[config.mk]
export PLATFORM = sky130hd
export DESIGN_NAME = system_port_arbiter
export DESIGN_NICKNAME = d
export VERILOG_FILES = /design/src/rtl/system_port_arbiter.sv
export SDC_FILE = /design/constraint.sdc
export NUM_CORES = 1
export LEC_CHECK = 0
export CAP_MARGIN = 15
export CELL_PAD_IN_SITES_DETAIL_PLACEMENT = 1
export CELL_PAD_IN_SITES_GLOBAL_PLACEMENT = 2
export CORE_MARGIN = 3
export CORE_UTILIZATION = 22
export CTS_BUF_LIST = sky130_fd_sc_hd__clkbuf_8
export DETAILED_ROUTE_END_ITERATION = 6
export HOLD_SLACK_MARGIN = 0.06
export PLACE_DENSITY_LB_ADDON = 0.2
export SYNTH_ARGS = -nofsm -noshare
export SYNTH_HDL_FRONTEND = slang
export SYNTH_SLANG_ARGS = --single-unit
export TNS_END_PERCENT = 1
[constraint.sdc]
create_clock -name CLK -period 3.2 [get_ports CLK]
set_input_delay 0.64 -clock CLK [delete_from_list [all_inputs] [get_ports CLK]]
set_output_delay 0.64 -clock CLK [all_outputs]
set_load 0.005 [all_outputs]
[src/rtl/system_port_arbiter.sv]
// system_port_arbiter
// Arbitrates NCH core channels plus one testbench channel onto a single
// memory port. Cores are served round-robin; the testbench channel takes
// exclusive ownership while tbCTRL is high. Every access completes with a
// one-cycle ack pulse to its owner, or with err set if mem_ready does not
// arrive within TIMEOUT cycles. Per-core halts are folded into a sticky
// system halt.
//
// Ports:
//   CLK, RST                      clock, synchronous active-high reset
//   tbCTRL                        testbench owns the memory port when high
//   tb_wen/tb_ren/tb_addr/tb_store  testbench request channel
//   tb_ack                        testbench done pulse
//   ch_wen/ch_ren/ch_addr/ch_store  packed per-core request channels
//   ch_halt                       per-core halted flags
//   ch_ack                        per-core done pulse (one-hot)
//   load, err                     read data / timeout flag, valid with ack
//   mem_wen/mem_ren/mem_addr/mem_store  memory request (registered)
//   mem_load, mem_ready           memory response
//   halt                          sticky system halt
module system_port_arbiter #(
   parameter int unsigned NCH     = 4,
   parameter int unsigned WORD_W  = 32,
   parameter int unsigned ADDR_W  = 32,
   parameter int unsigned TIMEOUT = 255
) (
   input  logic                    CLK,
   input  logic                    RST,
   input  logic                    tbCTRL,
   input  logic                    tb_wen,
   input  logic                    tb_ren,
   input  logic [ADDR_W-1:0]       tb_addr,
   input  logic [WORD_W-1:0]       tb_store,
   output logic                    tb_ack,
   input  logic [NCH-1:0]          ch_wen,
   input  logic [NCH-1:0]          ch_ren,
   input  logic [NCH*ADDR_W-1:0]   ch_addr,
   input  logic [NCH*WORD_W-1:0]   ch_store,
   input  logic [NCH-1:0]          ch_halt,
   output logic [NCH-1:0]          ch_ack,
   output logic [WORD_W-1:0]       load,
   output logic                    err,
   output logic                    mem_wen,
   output logic                    mem_ren,
   output logic [ADDR_W-1:0]       mem_addr,
   output logic [WORD_W-1:0]       mem_store,
   input  logic [WORD_W-1:0]       mem_load,
   input  logic                    mem_ready,
   output logic                    halt
);

   localparam int unsigned IDX_W = (NCH > 1) ? $clog2(NCH) : 1;
   localparam int unsigned CNT_W = 16;

   typedef enum logic [1:0] {
      S_IDLE = 2'd0,
      S_BUSY = 2'd1,
      S_ACK  = 2'd2
   } state_t;

   state_t              r_state,     w_state_n;
   logic [IDX_W-1:0]    r_rr_ptr,    w_rr_ptr_n;
   logic [CNT_W-1:0]    r_cnt,       w_cnt_n;
   logic [IDX_W-1:0]    r_owner,     w_owner_n;
   logic                r_owner_tb,  w_owner_tb_n;
   logic                r_mem_wen,   w_mem_wen_n;
   logic                r_mem_ren,   w_mem_ren_n;
   logic [ADDR_W-1:0]   r_mem_addr,  w_mem_addr_n;
   logic [WORD_W-1:0]   r_mem_store, w_mem_store_n;
   logic [WORD_W-1:0]   r_load,      w_load_n;
   logic                r_err,       w_err_n;
   logic                r_tb_ack,    w_tb_ack_n;
   logic [NCH-1:0]      r_ch_ack,    w_ch_ack_n;
   logic                r_halt,      w_halt_n;

   logic [NCH-1:0]      w_core_elig;
   logic                w_core_found;
   logic [IDX_W-1:0]    w_core_sel;
   logic                w_core_wr;
   logic [ADDR_W-1:0]   w_core_addr;
   logic [WORD_W-1:0]   w_core_store;
   logic                w_tb_req;
   logic                w_timeout;
   logic                w_ack_fire;

   assign w_tb_req    = tb_wen | tb_ren;
   assign w_core_elig = (ch_wen | ch_ren) & ~ch_halt;
   assign w_timeout   = (r_cnt == CNT_W'(TIMEOUT - 1));

   // Round-robin pick: pass 0 scans cores above the pointer, pass 1 wraps
   // around to the pointer itself, so the last owner ranks lowest.
   always_comb begin
      w_core_found = 1'b0;
      w_core_sel   = '0;
      w_core_wr    = 1'b0;
      w_core_addr  = '0;
      w_core_store = '0;
      for (int p = 0; p < 2; p++) begin
         for (int i = 0; i < NCH; i++) begin
            if (!w_core_found && w_core_elig[i] &&
                ((p == 0) ? (IDX_W'(i) > r_rr_ptr) : (IDX_W'(i) <= r_rr_ptr))) begin
               w_core_found = 1'b1;
               w_core_sel   = IDX_W'(i);
               w_core_wr    = ch_wen[i];
               w_core_addr  = ch_addr[i*ADDR_W +: ADDR_W];
               w_core_store = ch_store[i*WORD_W +: WORD_W];
            end
         end
      end
   end

   // Next-state and next-output logic.
   always_comb begin
      w_state_n     = r_state;
      w_rr_ptr_n    = r_rr_ptr;
      w_cnt_n       = r_cnt;
      w_owner_n     = r_owner;
      w_owner_tb_n  = r_owner_tb;
      w_mem_wen_n   = r_mem_wen;
      w_mem_ren_n   = r_mem_ren;
      w_mem_addr_n  = r_mem_addr;
      w_mem_store_n = r_mem_store;
      w_load_n      = r_load;
      w_err_n       = r_err;
      w_tb_ack_n    = 1'b0;
      w_ch_ack_n    = '0;
      w_ack_fire    = 1'b0;
      // halt only latches with no access in flight
      w_halt_n      = r_halt | ((&ch_halt) & (r_state == S_IDLE));

      unique case (r_state)
         S_IDLE: begin
            w_cnt_n = '0;
            if (tbCTRL) begin
               if (w_tb_req) begin
                  w_owner_tb_n  = 1'b1;
                  w_mem_wen_n   = tb_wen;
                  w_mem_ren_n   = ~tb_wen;
                  w_mem_addr_n  = tb_addr;
                  w_mem_store_n = tb_store;
                  w_state_n     = S_BUSY;
               end
            end else if (w_core_found) begin
               w_owner_tb_n  = 1'b0;
               w_owner_n     = w_core_sel;
               w_mem_wen_n   = w_core_wr;
               w_mem_ren_n   = ~w_core_wr;
               w_mem_addr_n  = w_core_addr;
               w_mem_store_n = w_core_store;
               w_state_n     = S_BUSY;
            end
         end
         S_BUSY: begin
            w_cnt_n = r_cnt + CNT_W'(1);
            if (mem_ready) begin
               if (r_mem_ren) begin
                  w_load_n = mem_load;
               end
               w_err_n     = 1'b0;
               w_mem_wen_n = 1'b0;
               w_mem_ren_n = 1'b0;
               w_ack_fire  = 1'b1;
               w_state_n   = S_ACK;
            end else if (w_timeout) begin
               w_load_n    = '0;
               w_err_n     = 1'b1;
               w_mem_wen_n = 1'b0;
               w_mem_ren_n = 1'b0;
               w_ack_fire  = 1'b1;
               w_state_n   = S_ACK;
            end
         end
         S_ACK: begin
            if (!r_owner_tb) begin
               w_rr_ptr_n = r_owner;
            end
            w_cnt_n   = '0;
            w_err_n   = 1'b0;
            w_state_n = S_IDLE;
         end
         default: begin
            w_state_n = S_IDLE;
         end
      endcase

      // ack is registered so it appears during the ACK state
      if (w_ack_fire) begin
         if (r_owner_tb) begin
            w_tb_ack_n = 1'b1;
         end else begin
            for (int i = 0; i < NCH; i++) begin
               if (IDX_W'(i) == r_owner) begin
                  w_ch_ack_n[i] = 1'b1;
               end
            end
         end
      end
   end

   // State and output registers.
   always_ff @(posedge CLK) begin
      if (RST) begin
         r_state     <= S_IDLE;
         r_rr_ptr    <= IDX_W'(NCH - 1);
         r_cnt       <= '0;
         r_owner     <= '0;
         r_owner_tb  <= 1'b0;
         r_mem_wen   <= 1'b0;
         r_mem_ren   <= 1'b0;
         r_mem_addr  <= '0;
         r_mem_store <= '0;
         r_load      <= '0;
         r_err       <= 1'b0;
         r_tb_ack    <= 1'b0;
         r_ch_ack    <= '0;
         r_halt      <= 1'b0;
      end else begin
         r_state     <= w_state_n;
         r_rr_ptr    <= w_rr_ptr_n;
         r_cnt       <= w_cnt_n;
         r_owner     <= w_owner_n;
         r_owner_tb  <= w_owner_tb_n;
         r_mem_wen   <= w_mem_wen_n;
         r_mem_ren   <= w_mem_ren_n;
         r_mem_addr  <= w_mem_addr_n;
         r_mem_store <= w_mem_store_n;
         r_load      <= w_load_n;
         r_err       <= w_err_n;
         r_tb_ack    <= w_tb_ack_n;
         r_ch_ack    <= w_ch_ack_n;
         r_halt      <= w_halt_n;
      end
   end

   assign tb_ack    = r_tb_ack;
   assign ch_ack    = r_ch_ack;
   assign load      = r_load;
   assign err       = r_err;
   assign mem_wen   = r_mem_wen;
   assign mem_ren   = r_mem_ren;
   assign mem_addr  = r_mem_addr;
   assign mem_store = r_mem_store;
   assign halt      = r_halt;

endmodule

==> impl_metrics.tcl, run 1 <==
set metrics [dict create \
    status "finished, final reports clean" \
    final_max_slew_viol_count 0 \
    dp.cells 1899 \
    via_per_inst 5.546 \
    cp.required_ns 3.60 \
    setup_slack_ns 0.5608 \
    pwr-share-seq_pct 36.6 \
    num_vias 10740 \
    cts_repair_resize_count 0 \
    synth_edf_count 0 \
    yosys.cell_types.count 51 \
    area.growth.synth_to_final_pct 71.02 \
    grt_use_total_pct 24.44 \
    root_buffer "clkbuf_8" \
    core-area_um2 36090 \
    rows 69 \
    synth_top_area_cell "dfxtp_1" \
    hold_viol_final 0 \
    tightestPinTransition_ns 0.9530 \
    insertion_delay_ns 0.49 \
    io_buffers 474 \
    ys_seq_elements 128 \
    final_cells 1936 \
    grt_max_degree 75 \
    drt-total-wl_um 50120 \
    fin_skew_ns 0.01241 \
    p_clk_share_pct 29.6 \
    fin_nets 1829 \
    tritoncts "yes" \
    yosysWarnings 0 \
    multi_input_area_um2 5211 \
    fin_setup_tns_ns 0 \
    ioPinCount 475 \
    p_comb_share_pct 33.8 \
    die_width_um 198.8 \
    synthArstFlopShare_pct 0 \
    layout-drive-gt1-share_pct 7.007 \
    postCtsSetupRepairBufs 0 \
    ys.flop_type "dfxtp_1" \
    switching_power_mw 1.649 \
    synth_top_area_share_pct 31.33 \
    internal_power_mw 3.246 \
    cellPowerDensity_nw_per_um2 350.0 \
    seqCellArea_um2 2564 \
    critical_path_arrival_ns 3.04 \
    start_util_pct 22.66 \
    avgRoutedWirePerCell_um 25.89 \
    finalCriticalPeriod_ns 2.639 \
    ctsHoldBuffers 0 \
    postSynthAreaPerCell_um2 7.894 \
    period_share_pct 82.47 \
    yosysSeqAreaShare_pct 31.33 \
    syn_nets 1408 \
    path_class "input pin to flip-flop" \
    rsz0062_at_grt "false" \
    cts_htree_levels 4 \
    max_freq_mhz 378.9 \
    crit_path_end_kind "flip-flop" \
    switching_share_pct 33.68 \
    fillerInstances 4215 \
    gp_congestion 0.8029 \
    die_h_um 198.8 \
    drtIter0Drc 632 \
    setup_viol 0 \
    hold_slack_ns 0.4747 \
    synth_most_common_cell "o21ai_0" \
    clkTransAtPathRegs_ns 0.09 \
    synth_common_cells "o21ai_0 (210), dfxtp_1 (128), clkbuf_1 (100)" \
    drv_cap 0 \
    grt_pass1_vias 11460 \
    synthCells 1036 \
    dr.pass1.iters 5 \
    ant_nets 0 \
    power_mw 4.895 \
    relSlewSlack_pct 36.46 \
    syn_area_um2 8178 \
    power.leakage_nw 4.641 \
    grt-ovfl-total 0 \
    numCtsBuffers 17 \
    grt_pass1_wl_um 73400 \
    drc_errors 0 \
    ir_drop_uv 247.6 \
    cts_sinks 128 \
    cp-start-kind "input pin" \
    dp_hpwl_um 36030 \
    synth.area.top_cells "dfxtp_1 (31%), o21ai_0 (13%), a221o_1 (6.7%)" \
    antenna_found_initial 6 \
    min_path_type "flip-flop to flip-flop" \
    post-place-ws_ns 0.01331 \
    critPathMaxFanout 7 \
    clockBufferDepth 2 \
    fp.dieArea_um2 39520 \
]
## placed cells by master, fill, tap and decap left out, drive strengths merged, types with 6 or more instances in the layout
cell type      count
o2bb2ai           57
a22o              38
and2              10
o21ai            222
a22oi             58
a21oi             25
o211ai             6
dfxtp            128
nand2             76
nand3             13
a311oi            14
nand2b             9
clkbuf            18
buf               45
a221oi            61
clkdlybuf4s50    473
xor2              11
nor2              57
a221o             55
and3               8
inv               10
nor3               9
## power groups by stage
stage | Combinational [mW] | Clock (mW) | Sequential, mW
finish | 1.65 | 1.45 | 1.79
global route | 1.79 | 1.58 | 1.81
CTS | 1.67 | 1.51 | 1.79
detailed placement | 1.66 | 0 | 1.83
global placement | 1.65 | 0 | 1.83
floorplan | 0.605 | 0 | 1.82
## worst max-delay path, cell delays in order
cell,delay (ns)
clkdlybuf4s50_1,0.45
o21bai_2,0.26
nor2_2,0.28
nor3_1,0.10
buf_4,0.17
nor3_1,0.60
o21ai_0,0.27
a311oi_1,0.27
## logic make-up after synthesis
| group | Yosys count | share of synthesized area, % |
|---|---|---|
| xor gates and xnor gates | 15 | 1.606 |
| and+or+nand+nor | 209 | 12.30 |
| AOI/OAI and AO/OA | 557 | 48.32 |
| muxes | 3 | 0.3672 |
| adders and majority gates | 2 | 0.3059 |
| DFF | 128 | 31.33 |
| buffers and inverters | 122 | 5.768 |
## per-stage QoR
| step | util (%) | instance area [µm²] |
|---|---|---|
| floorplan | - | 8178 |
| global placement | 37.67 | 13590 |
| detailed placement | 37.67 | 13590 |
| CTS | 38.72 | 13970 |
| global route | 38.75 | 13980 |
| finish | 38.76 | 13990 |
## state kept, by name, summed over array words and instances, names as in the netlist, 2 cells and up
name,cells
ch_ack,4
mem_store,32
r_state,2
mem_addr,32
load,32
r_cnt,16
r_owner,2
r_rr_ptr,2
## layout make-up
type | instances | area share, %
timing repair buffer | 518 | 37.32
multi-input combinational | 786 | 37.26
sequential | 128 | 18.33
tap | 461 | 4.124
clock buffer | 18 | 1.771
clock inverter | 14 | 0.9393
inverter | 6 | 0.1610
antenna | 5 | 0.08946
## layer usage
| metal | GRT usage [%] | part of all wire [%] | vias up |
|---|---|---|---|
| li1 | - | - | 4940 |
| met1 | 30.40 | 42 | 5344 |
| met2 | 42.19 | 50 | 409 |
| met3 | 6.690 | 6.9 | 41 |
| met4 | 5.570 | 1.3 | 4 |
| met5 | 0 | 0.046 | - |
## path summary, 6_finish.rpt
kind,depth (start not counted),start,slack (ns),endpoint
worst max-delay path,8,ch_halt[3],0.56,mem_addr[28]$_SDFFE_PP0P_
worst min-delay path,1,load[1]$_SDFFE_PP0P_,0.47,load[1]$_SDFFE_PP0P_
worst min register to register,1,load[1]$_SDFFE_PP0P_,0.47,load[1]$_SDFFE_PP0P_
worst max register to register,6,r_rr_ptr[1]$_SDFFE_PP1P_,0.76,mem_addr[28]$_SDFFE_PP0P_
No activity file was read; power rests on OpenSTA's default activity.
==> inputs of run 2 (changes only) <==
- CORE_UTILIZATION: 22 -> 18
- clock period: 3.2 -> 2.1 ns (I/O delays scaled with it)
==> impl_metrics.tcl, run 2 (synthesized netlist as in run 1, its figures left out) <==
set metrics [dict create \
    mostFrequentLayoutCell "clkdlybuf4s50_1" \
    status "finished, final reports clean" \
    max_freq_mhz 478.7 \
    numCtsBuffers 17 \
    crit_path_end_kind "flip-flop" \
    cellPowerDensity_nw_per_um2 524.1 \
    post_dp_cell_area_um2 14480 \
    grt_use_total_pct 21.46 \
    io_buffers 474 \
    layout-drive-gt1-share_pct 11.75 \
    core-area_um2 44510 \
    startpoint "r_rr_ptr[0]$_SDFFE_PP1P_" \
    finalCriticalPeriod_ns 2.089 \
    post-place-ws_ns -0.7884 \
    dp.cells 2097 \
    avgRoutedWirePerCell_um 25.05 \
    r2r_start "r_rr_ptr[0]$_SDFFE_PP1P_" \
    root_buffer "clkbuf_8" \
    tritoncts "yes" \
    layout_common_cells "clkdlybuf4s50_1 (473), o21ai_0 (210), dfxtp_1 (126), buf_4 (80), nand2_1 (73)" \
    die_width_um 219.2 \
    area.growth.synth_to_final_pct 83.51 \
    fin_area_um2 15010 \
    worstHoldStart "mem_load[18]" \
    tightestPinTransition_ns 0.6600 \
    power_mw 7.865 \
    drv_cap 0 \
    cp-start-kind "flip-flop" \
    cts_sinks 128 \
    gp_congestion 0.8223 \
    grt_pass1_vias 11790 \
    rows 77 \
    dr.pass1.iters 5 \
    fp.dieArea_um2 48030 \
    seqCellArea_um2 2565 \
    rsz0062_at_grt "true" \
    ioPinCount 475 \
    grt_max_degree 48 \
    via_per_inst 5.108 \
    clkTransAtPathRegs_ns 0.10 \
    fin_skew_ns 0.02022 \
    num_vias 10900 \
    insertion_delay_ns 0.56 \
    final_cells 2134 \
    critPathMaxFanout 21 \
    clockBufferDepth 2 \
    fillerInstances 5211 \
    cp.required_ns 2.59 \
    dp_hpwl_um 39520 \
    ant_nets 0 \
    antenna_found_initial 8 \
    grt_pass1_wl_um 76710 \
    setup_viol 0 \
    final_max_slew_viol_count 0 \
    drt-total-wl_um 53460 \
    critical_path_arrival_ns 2.58 \
    grt-ovfl-total 0 \
    drc_errors 0 \
    period_share_pct 99.48 \
    power.leakage_nw 5.108 \
    drtIter0Drc 582 \
    path_class "flip-flop to flip-flop" \
    die_h_um 219.2 \
    start_util_pct 18.37 \
    min_path_type "input pin to flip-flop" \
    ir_drop_uv 369.7 \
    relSlewSlack_pct 56.00 \
    cts_htree_levels 4 \
    setup_slack_ns 0.01086 \
    hold_viol_final 0 \
    fin_nets 1899 \
    multi_input_area_um2 5265 \
]
[run 2: cell count changes in the layout (fill, tap and decap cells not counted), sizes merged]
cell,change
clkinvlp,-3
clkinv,-1
diode,-3
dlygate4sd3,+1
buf,+68
inv,+5
[run 2: layout make-up]
cell class | count | share of cell area [%]
inverter | 6 | 0.1501
sequential | 128 | 17.09
timing repair buffer | 588 | 40.04
multi-input combinational | 786 | 35.08
clock inverter | 15 | 1.109
antenna | 2 | 0.03335
tap | 592 | 4.936
clock buffer | 17 | 1.559
[run 2: stage by stage]
step	utilization (%)	TNS (ns)	hold WS, ns
2_1_floorplan	-	0	0.4604
3_3_place_gp	32.52	-33.23	0.4561
3_5_place_dp	32.52	-34.63	0.4544
4_1_cts	33.51	-0.008067	0.3775
5_1_grt	33.70	-0.8604	0.4144
6_report	33.72	0	0.4600
[run 2: timing repair]
item	CTS	global route
pin swaps	1	1
endpoints found under the hold margin	3	0
cloned	0	1
hold buffers	1	0
endpoints found under the setup margin	63	99
buffers inserted	0	1
resized for setup	8	10
[run 2: worst paths after layout]
kind         depth (start not counted)  slack [ns]                        end
min                                  2        0.46      load[18]$_SDFFE_PP0P_
max reg2reg                          9        0.01  mem_addr[29]$_SDFFE_PP0P_
max                                  9        0.01  mem_addr[29]$_SDFFE_PP0P_
min reg2reg                          1        0.48      load[19]$_SDFFE_PP0P_
[run 2: routing by layer]
metal	GRT usage (%)	vias to the layer above	share of wire (%)	routed length, µm
met1	26.06	5389	43	22730
met2	36.62	369	49	26140
met4	5.725	12	1.8	951
li1	-	5074	-	-
met5	0	-	0.15	78
met3	6.743	57	6.7	3557
[run 2: worst max-delay path, cell delays in order, from the launching register on]
cell	delay, ns
dfxtp_2	0.38
buf_4	0.14
and2_2	0.20
nor2_4	0.07
nor3_2	0.34
buf_4	0.22
buf_12	0.17
a221oi_1	0.07
a221o_1	0.33
o21ai_0	0.09
[run 2: where the power goes]
| part | switching, mW | internal, mW | leakage (nW) | total, mW |
|---|---|---|---|---|
| Sequential | 0.122 | 2.61 | 1.04 | 2.73 |
| Combinational | 1.25 | 1.54 | 3.86 | 2.79 |
| Clock | 1.35 | 0.995 | 0.203 | 2.35 |
| Total | 2.72 | 5.14 | 5.11 | 7.86 |
